<file path="src/rtl/midi_writer.sv">
// MIDI message serializer: status + up to two data bytes framed as 8N1 UART at BAUD_CYCLES clocks per bit.
// Optional running-status compression is enabled by defining MIDI_RUNNING_STATUS_EN.
module midi_writer #(
  parameter int BAUD_CYCLES = 3200
) (
  input  logic       clk_in,
  input  logic       rst_in,
  input  logic [3:0] status_in,
  input  logic [3:0] channel_in,
  input  logic [7:0] data_byte1_in,
  input  logic [7:0] data_byte2_in,
  input  logic       valid_in,
  output logic       ready_out,
  output logic       tx_wire_out,
  output logic       done_out
);

  localparam int CW = (BAUD_CYCLES > 1) ? $clog2(BAUD_CYCLES) : 1;
  localparam logic [CW-1:0] CYC_LAST = CW'(BAUD_CYCLES - 1);

  typedef enum logic [1:0] {
    IDLE  = 2'd0,
    START = 2'd1,
    DATA  = 2'd2,
    STOP  = 2'd3
  } state_t;

  state_t          state_q, state_d;
  logic [CW-1:0]   cyc_q, cyc_d;
  logic [3:0]      bit_q, bit_d;
  logic [2:0][7:0] msg_q, msg_d;
  logic [1:0]      sel_q, sel_d;
  logic [1:0]      last_q, last_d;
  logic            done_q, done_d;
`ifdef MIDI_RUNNING_STATUS_EN
  logic [7:0]      rs_q, rs_d;
`endif

  logic       accept;
  logic       cyc_end;
  logic [7:0] status_byte;
  logic [7:0] cur_byte;
  logic       unused_bits;

  assign accept      = valid_in && (state_q == IDLE);
  assign cyc_end     = (cyc_q == CYC_LAST);
  assign status_byte = {status_in, channel_in};
  // MSBs of data bytes are forced low on the wire, so they are never read.
  assign unused_bits = ^{data_byte1_in[7], data_byte2_in[7]};

  always_comb begin
    state_d = state_q;
    cyc_d   = cyc_q;
    bit_d   = bit_q;
    msg_d   = msg_q;
    sel_d   = sel_q;
    last_d  = last_q;
    done_d  = 1'b0;
`ifdef MIDI_RUNNING_STATUS_EN
    rs_d    = rs_q;
`endif

    case (state_q)
      IDLE: begin
        // Types below 0x8 are accepted but dropped: the FSM simply stays in IDLE.
        if (accept && status_in[3]) begin
          msg_d[0] = status_byte;
          msg_d[1] = {1'b0, data_byte1_in[6:0]};
          msg_d[2] = {1'b0, data_byte2_in[6:0]};
          if (status_in == 4'hF)
            last_d = 2'd0;
          else if (status_in == 4'hC || status_in == 4'hD)
            last_d = 2'd1;
          else
            last_d = 2'd2;
          sel_d   = 2'd0;
          cyc_d   = '0;
          bit_d   = 4'd0;
          state_d = START;
`ifdef MIDI_RUNNING_STATUS_EN
          if (status_in == 4'hF) begin
            rs_d = 8'h00;
          end else begin
            if (status_byte == rs_q)
              sel_d = 2'd1;
            rs_d = status_byte;
          end
`endif
        end
      end

      START: begin
        if (cyc_end) begin
          cyc_d   = '0;
          state_d = DATA;
        end else begin
          cyc_d = cyc_q + CW'(1);
        end
      end

      DATA: begin
        if (cyc_end) begin
          cyc_d = '0;
          if (bit_q == 4'd7) begin
            bit_d   = 4'd0;
            state_d = STOP;
          end else begin
            bit_d = bit_q + 4'd1;
          end
        end else begin
          cyc_d = cyc_q + CW'(1);
        end
      end

      STOP: begin
        if (cyc_end) begin
          cyc_d = '0;
          if (sel_q == last_q) begin
            state_d = IDLE;
            done_d  = 1'b1;
          end else begin
            sel_d   = sel_q + 2'd1;
            state_d = START;
          end
        end else begin
          cyc_d = cyc_q + CW'(1);
        end
      end

      default: state_d = IDLE;
    endcase
  end

  always_ff @(posedge clk_in) begin
    if (rst_in) begin
      state_q <= IDLE;
      cyc_q   <= '0;
      bit_q   <= 4'd0;
      msg_q   <= '0;
      sel_q   <= 2'd0;
      last_q  <= 2'd0;
      done_q  <= 1'b0;
`ifdef MIDI_RUNNING_STATUS_EN
      rs_q    <= 8'h00;
`endif
    end else begin
      state_q <= state_d;
      cyc_q   <= cyc_d;
      bit_q   <= bit_d;
      msg_q   <= msg_d;
      sel_q   <= sel_d;
      last_q  <= last_d;
      done_q  <= done_d;
`ifdef MIDI_RUNNING_STATUS_EN
      rs_q    <= rs_d;
`endif
    end
  end

  always_comb begin
    case (sel_q)
      2'd0:    cur_byte = msg_q[0];
      2'd1:    cur_byte = msg_q[1];
      default: cur_byte = msg_q[2];
    endcase
  end

  always_comb begin
    tx_wire_out = 1'b1;
    case (state_q)
      START:   tx_wire_out = 1'b0;
      DATA:    tx_wire_out = cur_byte[bit_q[2:0]];
      default: tx_wire_out = 1'b1;
    endcase
  end

  assign ready_out = (state_q == IDLE);
  assign done_out  = done_q;

endmodule

</file>
<file path="config.mk">
export PLATFORM = sky130hd
export DESIGN_NAME = midi_writer
export DESIGN_NICKNAME = d
export VERILOG_FILES = /design/src/rtl/midi_writer.sv
export SDC_FILE = /design/constraint.sdc
export NUM_CORES = 1
export LEC_CHECK = 0
export BUFFER_PORTS_ARGS = -buffer_cell sky130_fd_sc_hd__buf_2
export CAP_MARGIN = 20
export CORE_MARGIN = 10
export CORE_UTILIZATION = 40
export CTS_CLUSTER_SIZE = 16
export DETAILED_ROUTE_END_ITERATION = 8
export HOLD_SLACK_MARGIN = 0.08
export MAX_ROUTING_LAYER = met4
export PLACE_DENSITY = 0.69
export RECOVER_POWER = 100
export SYNTH_ARGS = -nofsm -noshare
export SYNTH_HDL_FRONTEND = slang
export SYNTH_SLANG_ARGS = --single-unit
</file>
<file path="constraint.sdc">
create_clock -name clk_in -period 2.71 [get_ports clk_in]
set_input_delay 0.1355 -clock clk_in [delete_from_list [all_inputs] [get_ports clk_in]]
set_output_delay 0.1355 -clock clk_in [all_outputs]
set_load 0.01 [all_outputs]
</file>
==> flow_results.org, run 1 <==
** Logic synthesis
- After synthesis, the share of flip-flops with an asynchronous set or reset is 0.
- Syn_nets :: 300
- Number of distinct library cells after synthesis :: 43
- The share of the Yosys chip area taken by registers is 0.419.
- Flop and latch count out of synthesis :: 45
- For this run, the number of Yosys warnings is 0.
- Synthesis handed over a netlist of 264 instances.
- In the synthesized netlist the dominant register cell turns out to be sky130_fd_sc_hd__dfxtp_1.
- Summing every instance area after synthesis gives 0.00215 sq mm.
- Averaged over all synthesized cells, the footprint is 8.15 sq um.
- Number of enable flip-flop cells after synthesis :: 0

** GRT
- Global routing usage on met3 :: 0.0288
- Global-route usage over all layers :: 0.120
- First-pass GRT wire length :: 8340 microns
- For this run, global-route usage on met1 was measured as 0.143.
- Antenna violations before repair :: 0
- Largest net degree at the start of global routing :: 36
- The global routing stage identified its most utilized layer as met2.
- Met2 routing resource usage after global routing :: 0.186
- Via count of the first global-routing pass :: 1872
- Grt total ovfl :: 0

** Worst setup path
- Highest fanout seen on the critical path :: 9
- Startpoint Class :: flip-flop
- The startpoint identified for the worst register-to-register timing path is state_q[0]$_SDFFE_PP0P_.
- For the worst setup path, the data arrival time is 2.30 ns.
- The setup check on the worst reg-to-reg path leaves a slack of 0.42 ns.
- Ordered cell list for the critical path :: inv_1, ha_1, nor2_1, nand2_1, a311oi_1, o221ai_1, o22ai_1, clkbuf_1
- Category of the critical setup timing path :: reg -> out
- On the critical path, the stage with the largest delay is an instance of sky130_fd_sc_hd__dfxtp_1.
- In this run the critical register-to-register path is captured at last_q[0]$_SDFFE_PP0P_.
- For the worst setup path, the data required time is 2.57 ns.
- The number of cells on the worst reg-to-reg path is 7.
- On the worst path, the slowest cell contributes a delay of 0.42 ns.
- Critical path capture point type :: output pin

** Drt
- DRC viols :: 0
- Dividing the detail-routed wire length by the instance count gives 12.8 microns.
- Summed over all layers, the routed wires come to 4800 microns.
- DR pass1 iterations :: 4
- Count of nets left with antenna violations after detail routing :: 0
- Total vias in the final route :: 1901
- Using the TritonRoute via totals, the vias-per-cell ratio works out to 5.07.
- The detailed router finished its first iteration with 153 violations.

** Placement
- The wire-length estimate of the detail-placed layout is 3260 microns.
- Placer Congestion :: 0.855
- Number of buffers added on ports :: 27

** STA
- Hold Vio Cnt, Final :: 0
- On the final layout, the worst clock skew is 0.00455 ns.
- Actual transition at the worst max-transition pin :: 1.04 ns
- In this run the tightest slew margin relative to its limit is 0.307.
- Setup repair after global routing missed its margin :: no
- Max frequency :: 410 MHz
- Part of the cycle the worst path needs :: 0.900
- Max-slew violation total from the final report :: 0
- Clock period minus final worst setup slack :: 2.44 ns
- Post-Route Setup TNS :: 0 ns
- Total of endpoints with negative setup slack in the final report :: 0

** Floorplanning
- Die extent in y :: 93.3 microns
- The die covers 0.00871 sq mm.
- The floorplan step set the die width to 93.3 microns.
- Core region area :: 0.00517 sq mm
- After floorplanning, the core was divided into 26 placement rows.
- Initial core utilization :: 0.416
- In this run the count of I/O pins placed on the die edge is 30.

** Final layout
- Antenna cell count :: 0
- Signed area change from the synthesized netlist to the final layout :: 21.1%
- Layout cell share with drive strength beyond 1 :: 0.115
- Count of nets after finishing :: 340

** Pwr
- Of the total power, the share spent switching nets is 0.331.
- Of the total power, the clock network draws 0.290.
- Of the total power, combinational logic draws 0.276.
- Cell Int Power :: 1.18 mW
- Power Dens Cells :: 677 mW/mm^2
- Sequential fraction of design power :: 0.434
- NetSw :: 0.583 mW
- Largest vdd supply drop :: 0.296 mV
- In this run the static leakage power is 0.978 nW.
- Total power consumption of the routed design :: 1.76 mW

** Clock tree
- The number of gates resized after CTS was 0.
- Maximum buffer depth of the clock tree :: 2
- Clock tree synthesis found a total of 45 sinks.
- Post-CTS timing repair inserted 0 buffers for setup.
- For this design, the CTS-stage hold fixing added 18 buffers.
- The cell sitting at the root of the clock tree is a sky130_fd_sc_hd__clkbuf_8.
- Worst-skew pair later-pin latency :: 0.30 ns
- Counting the buffers created by CTS gives 5.
- CTS H-tree depth :: 2
- After clock tree synthesis, the clock-pin slew on the worst setup and hold paths is 0.08 ns.
- TritonCTS built the clock tree.

** Hold path
- The worst hold path passes through 3 cells.
- Start point of the worst min-delay path :: data_byte1_in[4]
- Worst hold endpoint :: msg_q[12]$_SDFFE_PP0P_
- Type of the most critical hold path :: in -> reg

** Job
- Number of maximum-capacitance violations :: 0

** Outcome
- Outcome :: finished, final reports clean
state kept, by name (all words and copies together) (netlist names):
| register | count |
|---|---|
| cyc_q | 12 |
| bit_q | 4 |
| msg_q | 22 |
| sel_q | 2 |
| done_out | 1 |
| state_q | 2 |
| last_q | 2 |
worst max path at each step:
stage                                  startpoint                 endpoint  slack, ns  cells past startpoint
final                       sel_q[0]$_SDFFE_PP0P_              tx_wire_out       0.27                      8
after global routing        sel_q[0]$_SDFFE_PP0P_              tx_wire_out       0.08                      8
after CTS                   sel_q[0]$_SDFFE_PP0P_              tx_wire_out       0.27                      8
after detailed placement  state_q[0]$_SDFFE_PP0P_    cyc_q[6]$_SDFFE_PP0P_       0.54                      6
after global placement    state_q[0]$_SDFFE_PP0P_    cyc_q[6]$_SDFFE_PP0P_       0.58                      6
after floorplan             cyc_q[7]$_SDFFE_PP0P_  state_q[0]$_SDFFE_PP0P_       0.81                      5
routing by layer:
layer  up-vias  share of wire
li1        990              -
met1       865           0.48
met2        35           0.46
met3        11          0.032
met4         0          0.020
met5         -              0
per-stage QoR:
stage               cell area (sq um)  std cells   util  worst slack [ns]  hold WS, ns
floorplan                        2150        264      -             0.806        0.271
global placement                 2330        349  0.451             0.583        0.376
detailed placement               2330        349  0.451             0.542        0.382
CTS                              2630        375  0.508             0.271       0.0850
global route                     2600        375  0.503            0.0769       0.0964
finish                           2600        375  0.503             0.271       0.0893
power by group through the flow:
| stage | Clock, mW | Combinational [mW] | Sequential [mW] |
|---|---|---|---|
| detailed placement | 0 | 0.494 | 0.780 |
| global placement | 0 | 0.488 | 0.779 |
| CTS | 0.529 | 0.520 | 0.766 |
| finish | 0.512 | 0.486 | 0.765 |
| floorplan | 0 | 0.380 | 0.768 |
| global route | 0.553 | 0.551 | 0.774 |
final cells by class:
class	count	area [sq um]
clock buffers	5	68.8
clock inverters	3	46.3
fillers	473	2570
inverters	7	26.3
multi-input cells	198	1150
flip-flops and latches	45	901
well taps	70	87.6
repair buffers	47	319
critical path, delay by kind of cell, from the launching register on:
family                     cells  cell delay [ns]
AOI/OAI and AO/OA              3             0.57
and+or+nand+nor                2             0.45
DFF                            1             0.42
adders and majority gates      1             0.32
buffers and inverters          2             0.24
layout by cell type, fill, tap and decap left out, types with 5 or more instances in the layout:
cell,instances
sky130_fd_sc_hd__a21oi_1,26
sky130_fd_sc_hd__dlygate4sd3_1,18
sky130_fd_sc_hd__inv_1,7
sky130_fd_sc_hd__buf_2,24
sky130_fd_sc_hd__ha_1,9
sky130_fd_sc_hd__nor3_1,8
sky130_fd_sc_hd__xnor2_1,6
sky130_fd_sc_hd__clkbuf_8,5
sky130_fd_sc_hd__nand4_1,6
sky130_fd_sc_hd__dfxtp_1,45
sky130_fd_sc_hd__nand2_1,56
sky130_fd_sc_hd__nor2_1,28
sky130_fd_sc_hd__xor2_1,6
sky130_fd_sc_hd__clkbuf_1,5
kinds of logic (layout without fill, tap and decap cells):
group	after synthesis	in the layout	share of synthesized area
simple gates	117	117	0.248
compound gates	55	55	0.170
flops	45	45	0.419
buf+inv	21	62	0.0372
xor+xnor	12	12	0.0489
fa+ha+maj	9	9	0.0524
mux	5	5	0.0244
synthesized netlist by cell type, types with 2 or more instances:
cell type                   number  area (sq um)
sky130_fd_sc_hd__a22oi_1         3          22.5
sky130_fd_sc_hd__nand3b_1        2          15.0
sky130_fd_sc_hd__ha_1            9           113
sky130_fd_sc_hd__a22o_1          2          17.5
sky130_fd_sc_hd__a211oi_1        2          15.0
sky130_fd_sc_hd__a2111oi_2       2          30.0
sky130_fd_sc_hd__xnor2_1         6          52.6
sky130_fd_sc_hd__nor2_1         28           105
sky130_fd_sc_hd__a31oi_1         3          18.8
sky130_fd_sc_hd__a21oi_1        26           130
sky130_fd_sc_hd__inv_1           7          26.3
sky130_fd_sc_hd__clkbuf_1       13          48.8
sky130_fd_sc_hd__nand2_1        56           210
sky130_fd_sc_hd__nor3_1          8          40.0
sky130_fd_sc_hd__mux2i_1         3          30.0
sky130_fd_sc_hd__dfxtp_1        45           901
sky130_fd_sc_hd__nand3_1         4          20.0
sky130_fd_sc_hd__nand4_1         6          37.5
sky130_fd_sc_hd__and3_1          4          25.0
sky130_fd_sc_hd__nand2b_1        4          25.0
sky130_fd_sc_hd__o22ai_1         2          12.5
sky130_fd_sc_hd__o21ai_0         3          15.0
sky130_fd_sc_hd__xor2_1          6          52.6
Power figures use the tool's default switching activity.
==> run 2, diff against run 1 <==
--- a/config.mk
+++ b/config.mk
@@ -5,6 +5,7 @@
 export SDC_FILE = /design/constraint.sdc
 export NUM_CORES = 1
 export LEC_CHECK = 0
+export ABC_AREA = 1
 export BUFFER_PORTS_ARGS = -buffer_cell sky130_fd_sc_hd__buf_2
 export CAP_MARGIN = 20
 export CORE_MARGIN = 10
==> run 2 against run 1 <==
  * Cell count up 22%
  * Register-to-register slack better by 0.06 ns
  * Flip-flop and latch count is the same
  * Clock power up 5.3%
  * Via count grew 15%
  * Critical endpoint unchanged
==> flow_results.org, run 2 <==
** Worst setup path
- Highest fanout seen on the critical path :: 8 (-1)
- The critical path goes through inv_1, ha_1, nor2_1, nand2_1, nand2_1, nand2_1, nand2_1, nor2_1, nand2_1, nand3_1, nand2_1, buf_2.
- The critical path buffer and inverter count came to 2 (unchanged).
- Category of the critical setup timing path :: reg -> out
- The critical path's largest stage delay came to 0.43 ns (about the same).
- Startpoint Class :: flip-flop
- The data arrival time of the critical path came to 2.17 ns (-0.13 ns).
- The worst path required time was 2.57 ns (about the same).
- On the critical path the largest part of the delay comes from simple AND/OR/NAND/NOR gates.
- The cell that appears most often on the critical path is sky130_fd_sc_hd__nand2_1.
- The slowest stage of the critical path is the sky130_fd_sc_hd__dfxtp_1 cell.
- The worst setup path is captured at an output pin.

** GRT
- Grt total ovfl :: 0 (unchanged)
- Global-route usage over all layers :: 0.125 (+0.00508)
- The via count of the first global-routing pass was 2064 (+10%).
- First-pass GRT wire length :: 9300 microns (+11%)
- Largest net degree at the start of global routing :: 28 (-22%)
- The initial antenna violation count was 0 (unchanged).

** Clock tree
- CTS H-tree depth :: 2 (unchanged)
- Maximum buffer depth of the clock tree :: 2 (unchanged)
- The clock sink count is 45 (unchanged).
- The clock buffer count from CTS came to 5 (unchanged).
- Worst-skew pair later-pin latency :: 0.30 ns (about the same)
- Setup Buffers After CTS :: 0 (unchanged)
- Clock tree synthesis selected as its root buffer the cell sky130_fd_sc_hd__clkbuf_8.
- TritonCTS built the clock tree.
- Clock edge transition at the registers on the reported setup and hold paths :: 0.09 ns (about the same)

** Logic synthesis
- Syn_nets :: 377 (+26%)
- The netlist area before placement came to 0.00235 sq mm (+9.1%).
- Commonest register cell after synthesis :: sky130_fd_sc_hd__dfxtp_1
- Avg Inst Size Synth :: 6.88 sq um (-16%)
- The fraction of synthesis flops using an asynchronous set or reset pin was 0 (unchanged).
- Cell with the most instances after synthesis :: sky130_fd_sc_hd__nand2_1
- The area share of the leading cell type in the synthesized netlist is 0.384 (-0.0348).
- Cells after Synth :: 341 (+29%)
- The post-synthesis register bit count was 45 (unchanged).
- The count of flip-flops with a built-in enable after synthesis came to 0 (unchanged).
- Top cell type by total area after synthesis :: sky130_fd_sc_hd__dfxtp_1
- The yosys synthesis warning count was 0 (unchanged).
- After synthesis, the most frequently instantiated cells are sky130_fd_sc_hd__nand2_1, sky130_fd_sc_hd__nor2_1, sky130_fd_sc_hd__dfxtp_1, sky130_fd_sc_hd__o21ai_0, sky130_fd_sc_hd__nand3_1.
- The share of synthesized area occupied by flip-flops and latches came to 0.384 (-0.0348).
- In the post-synthesis netlist, the biggest area contributors are sky130_fd_sc_hd__dfxtp_1, sky130_fd_sc_hd__nand2_1, sky130_fd_sc_hd__nor2_1, sky130_fd_sc_hd__o21ai_0, sky130_fd_sc_hd__nand3_1.
- The count of cell types in the netlist was 35 (-19%).

** STA
- Setup repair after global routing left no endpoint under its margin.
- Post-layout worst setup margin :: 0.403 ns (+0.132 ns)
- Post-Route Setup TNS :: 0 ns (unchanged)
- Clock Skews :: 0.00856 ns (+0.00401 ns)
- The number of slew-limit violations in the final report was 0 (unchanged).
- The setup violation total in the final timing report was 0 (unchanged).
- Hold Vio Cnt, Final :: 0 (unchanged)
- The worst-case headroom to the max-slew limit is 0.527 (+0.220).
- The highest clock rate came to 433 MHz (+5.7%).
- The transition at the pin with the smallest max-transition slack is 0.708 ns (-0.331 ns).
- The ratio of final minimum period to clock period was 0.851 (-0.0486).
- The post-route minimum period was 2.31 ns (-0.132 ns).

** Floorplanning
- Die extent in y :: 96.6 microns (+3.5%)
- The count of standard-cell rows came to 27 (+3.8%).
- Core region area :: 0.00561 sq mm (+8.4%)
- I/O pin cnt :: 30 (unchanged)
- The full die area was 0.00933 sq mm (+7.1%).
- The die extent in x came to 96.6 microns (+3.5%).
- Initial core utilization :: 0.418 (+0.00252)

** Final layout
- Largest registers :: msg_q (22), cyc_q (12), bit_q (4)
- Area of combinational cells with multiple inputs :: 0.00125 sq mm (+8.3%)
- The sequential cell area was 901 sq um (unchanged).
- More flip-flops sit in one register than any other, and that register is msg_q.
- Fill cells :: 584 (+23%)
- Signed area change from the synthesized netlist to the final layout :: 19.1%
- Layout Utilization :: 0.498 (-0.00517)
- Antenna cell count :: 0 (unchanged)
- In the layout the commonest cells are sky130_fd_sc_hd__nand2_1, sky130_fd_sc_hd__nor2_1, sky130_fd_sc_hd__dfxtp_1.
- The number of nets in the finished design was 419 (+23%).
- Layout cell share with drive strength beyond 1 :: 0.125 (+0.0102)
- Commonest non-fill, non-tap cell in the layout :: sky130_fd_sc_hd__nand2_1
- The number of flip-flops in the largest register was 22 (unchanged).

** Job
- Number of maximum-capacitance violations :: 0 (unchanged)

** Drt
- DR pass1 iterations :: 4 (unchanged)
- Drt wl/cell :: 11.7 microns (-8.7%)
- Vias per cell :: 4.79 (-5.6%)
- The final routed wirelength across all metal layers is 5330 microns (+11%).
- The number of vias after detailed routing was 2183 (+15%).
- The number of DRC violations after detailed routing is 0 (unchanged).
- The number of DRC markers in iteration 0 is 137 (-10%).
- The remaining antenna violation count after routing was 0 (unchanged).

** Placement
- The placement-stage worst setup slack was 0.657 ns (+0.115 ns).
- Estimated wirelength of the detail-placed design :: 3660 microns (+12%)
- Placer Congestion :: 0.847 (-0.96%)
- Number of buffers added on ports :: 27 (unchanged)

** Pwr
- The peak supply drop came to 0.292 mV (-1.3%).
- Lkg Pwr :: 1.18 nW (+21%)
- Power Dens Cells :: 748 mW/mm^2 (+10%)
- Total power consumption of the routed design :: 2.09 mW (+19%)

** Hold path
- The min-delay analysis places its worst path in the category in -> reg.

** Outcome
- The run finished with clean final reports.
==> run 2: logic make-up after synthesis <==
family	count (synthesis)	share of synthesized area
flops	45	0.384
fa+ha+maj	9	0.0480
compound gates	49	0.119
simple gates	198	0.369
xor+xnor	2	0.00747
buf+inv	38	0.0720
==> run 2: layout make-up <==
class	instances	share of cell area
Clock buffer	6	0.0296
Clock inverter	2	0.0134
Inverter	26	0.0354
Multi-Input combinational cell	258	0.448
Sequential cell	45	0.322
Tap cell	72	0.0322
Timing Repair Buffer	47	0.119
==> run 2: worst reg2reg max path: stages, from the launching register on <==
cell and delay [ns]:
sky130_fd_sc_hd__dfxtp_1 0.39, sky130_fd_sc_hd__inv_1 0.12, sky130_fd_sc_hd__ha_1 0.27, sky130_fd_sc_hd__nand2_1 0.37, sky130_fd_sc_hd__inv_1 0.31, sky130_fd_sc_hd__nor2_1 0.35, sky130_fd_sc_hd__nand2_2 0.13, sky130_fd_sc_hd__o21ai_1 0.13
sky130_fd_sc_hd__nor2_1 0.05
==> run 2: routing by layer <==
metal	GRT usage	wire length, microns	vias up
met5	-	0	-
met4	0.0533	82	0
met3	0.0224	121	7
met2	0.189	2410	21
met1	0.161	2720	970
li1	-	-	1185
==> run 2: final timing paths <==
path	startpoint	end	slack [ns]	cells past startpoint
setup / recovery	sel_q[0]$_SDFFE_PP0P_	tx_wire_out	0.40	12
hold / removal	status_in[1]	last_q[1]$_SDFFE_PP0P_	0.10	3
setup reg to reg	state_q[0]$_SDFFE_PP0P_	bit_q[0]$_SDFFE_PP0P_	0.48	8
hold reg to reg	msg_q[5]$_SDFFE_PP0P_	msg_q[5]$_SDFFE_PP0P_	0.48	2
==> run 2: where the power goes <==
group / switching, mW / internal (mW)
Sequential: 0.0711 / 0.755
Clock: 0.239 / 0.300
Combinational: 0.471 / 0.254
Total: 0.781 / 1.31
==> run 2: timing repair <==
action,in CTS,in global routing
endpoints found under the hold margin,20,0
hold buffers,20,0
resized for setup,0,0
endpoints found under the setup margin,0,0
==> run 2: metrics by stage <==
step / cells / cell area (sq um) / hold WS [ns]
floorplan: 341 / 2350 / 0.270
global placement: 428 / 2500 / 0.355
detailed placement: 428 / 2500 / 0.361
CTS: 456 / 2820 / 0.0999
global route: 456 / 2790 / 0.120
finish: 456 / 2790 / 0.102
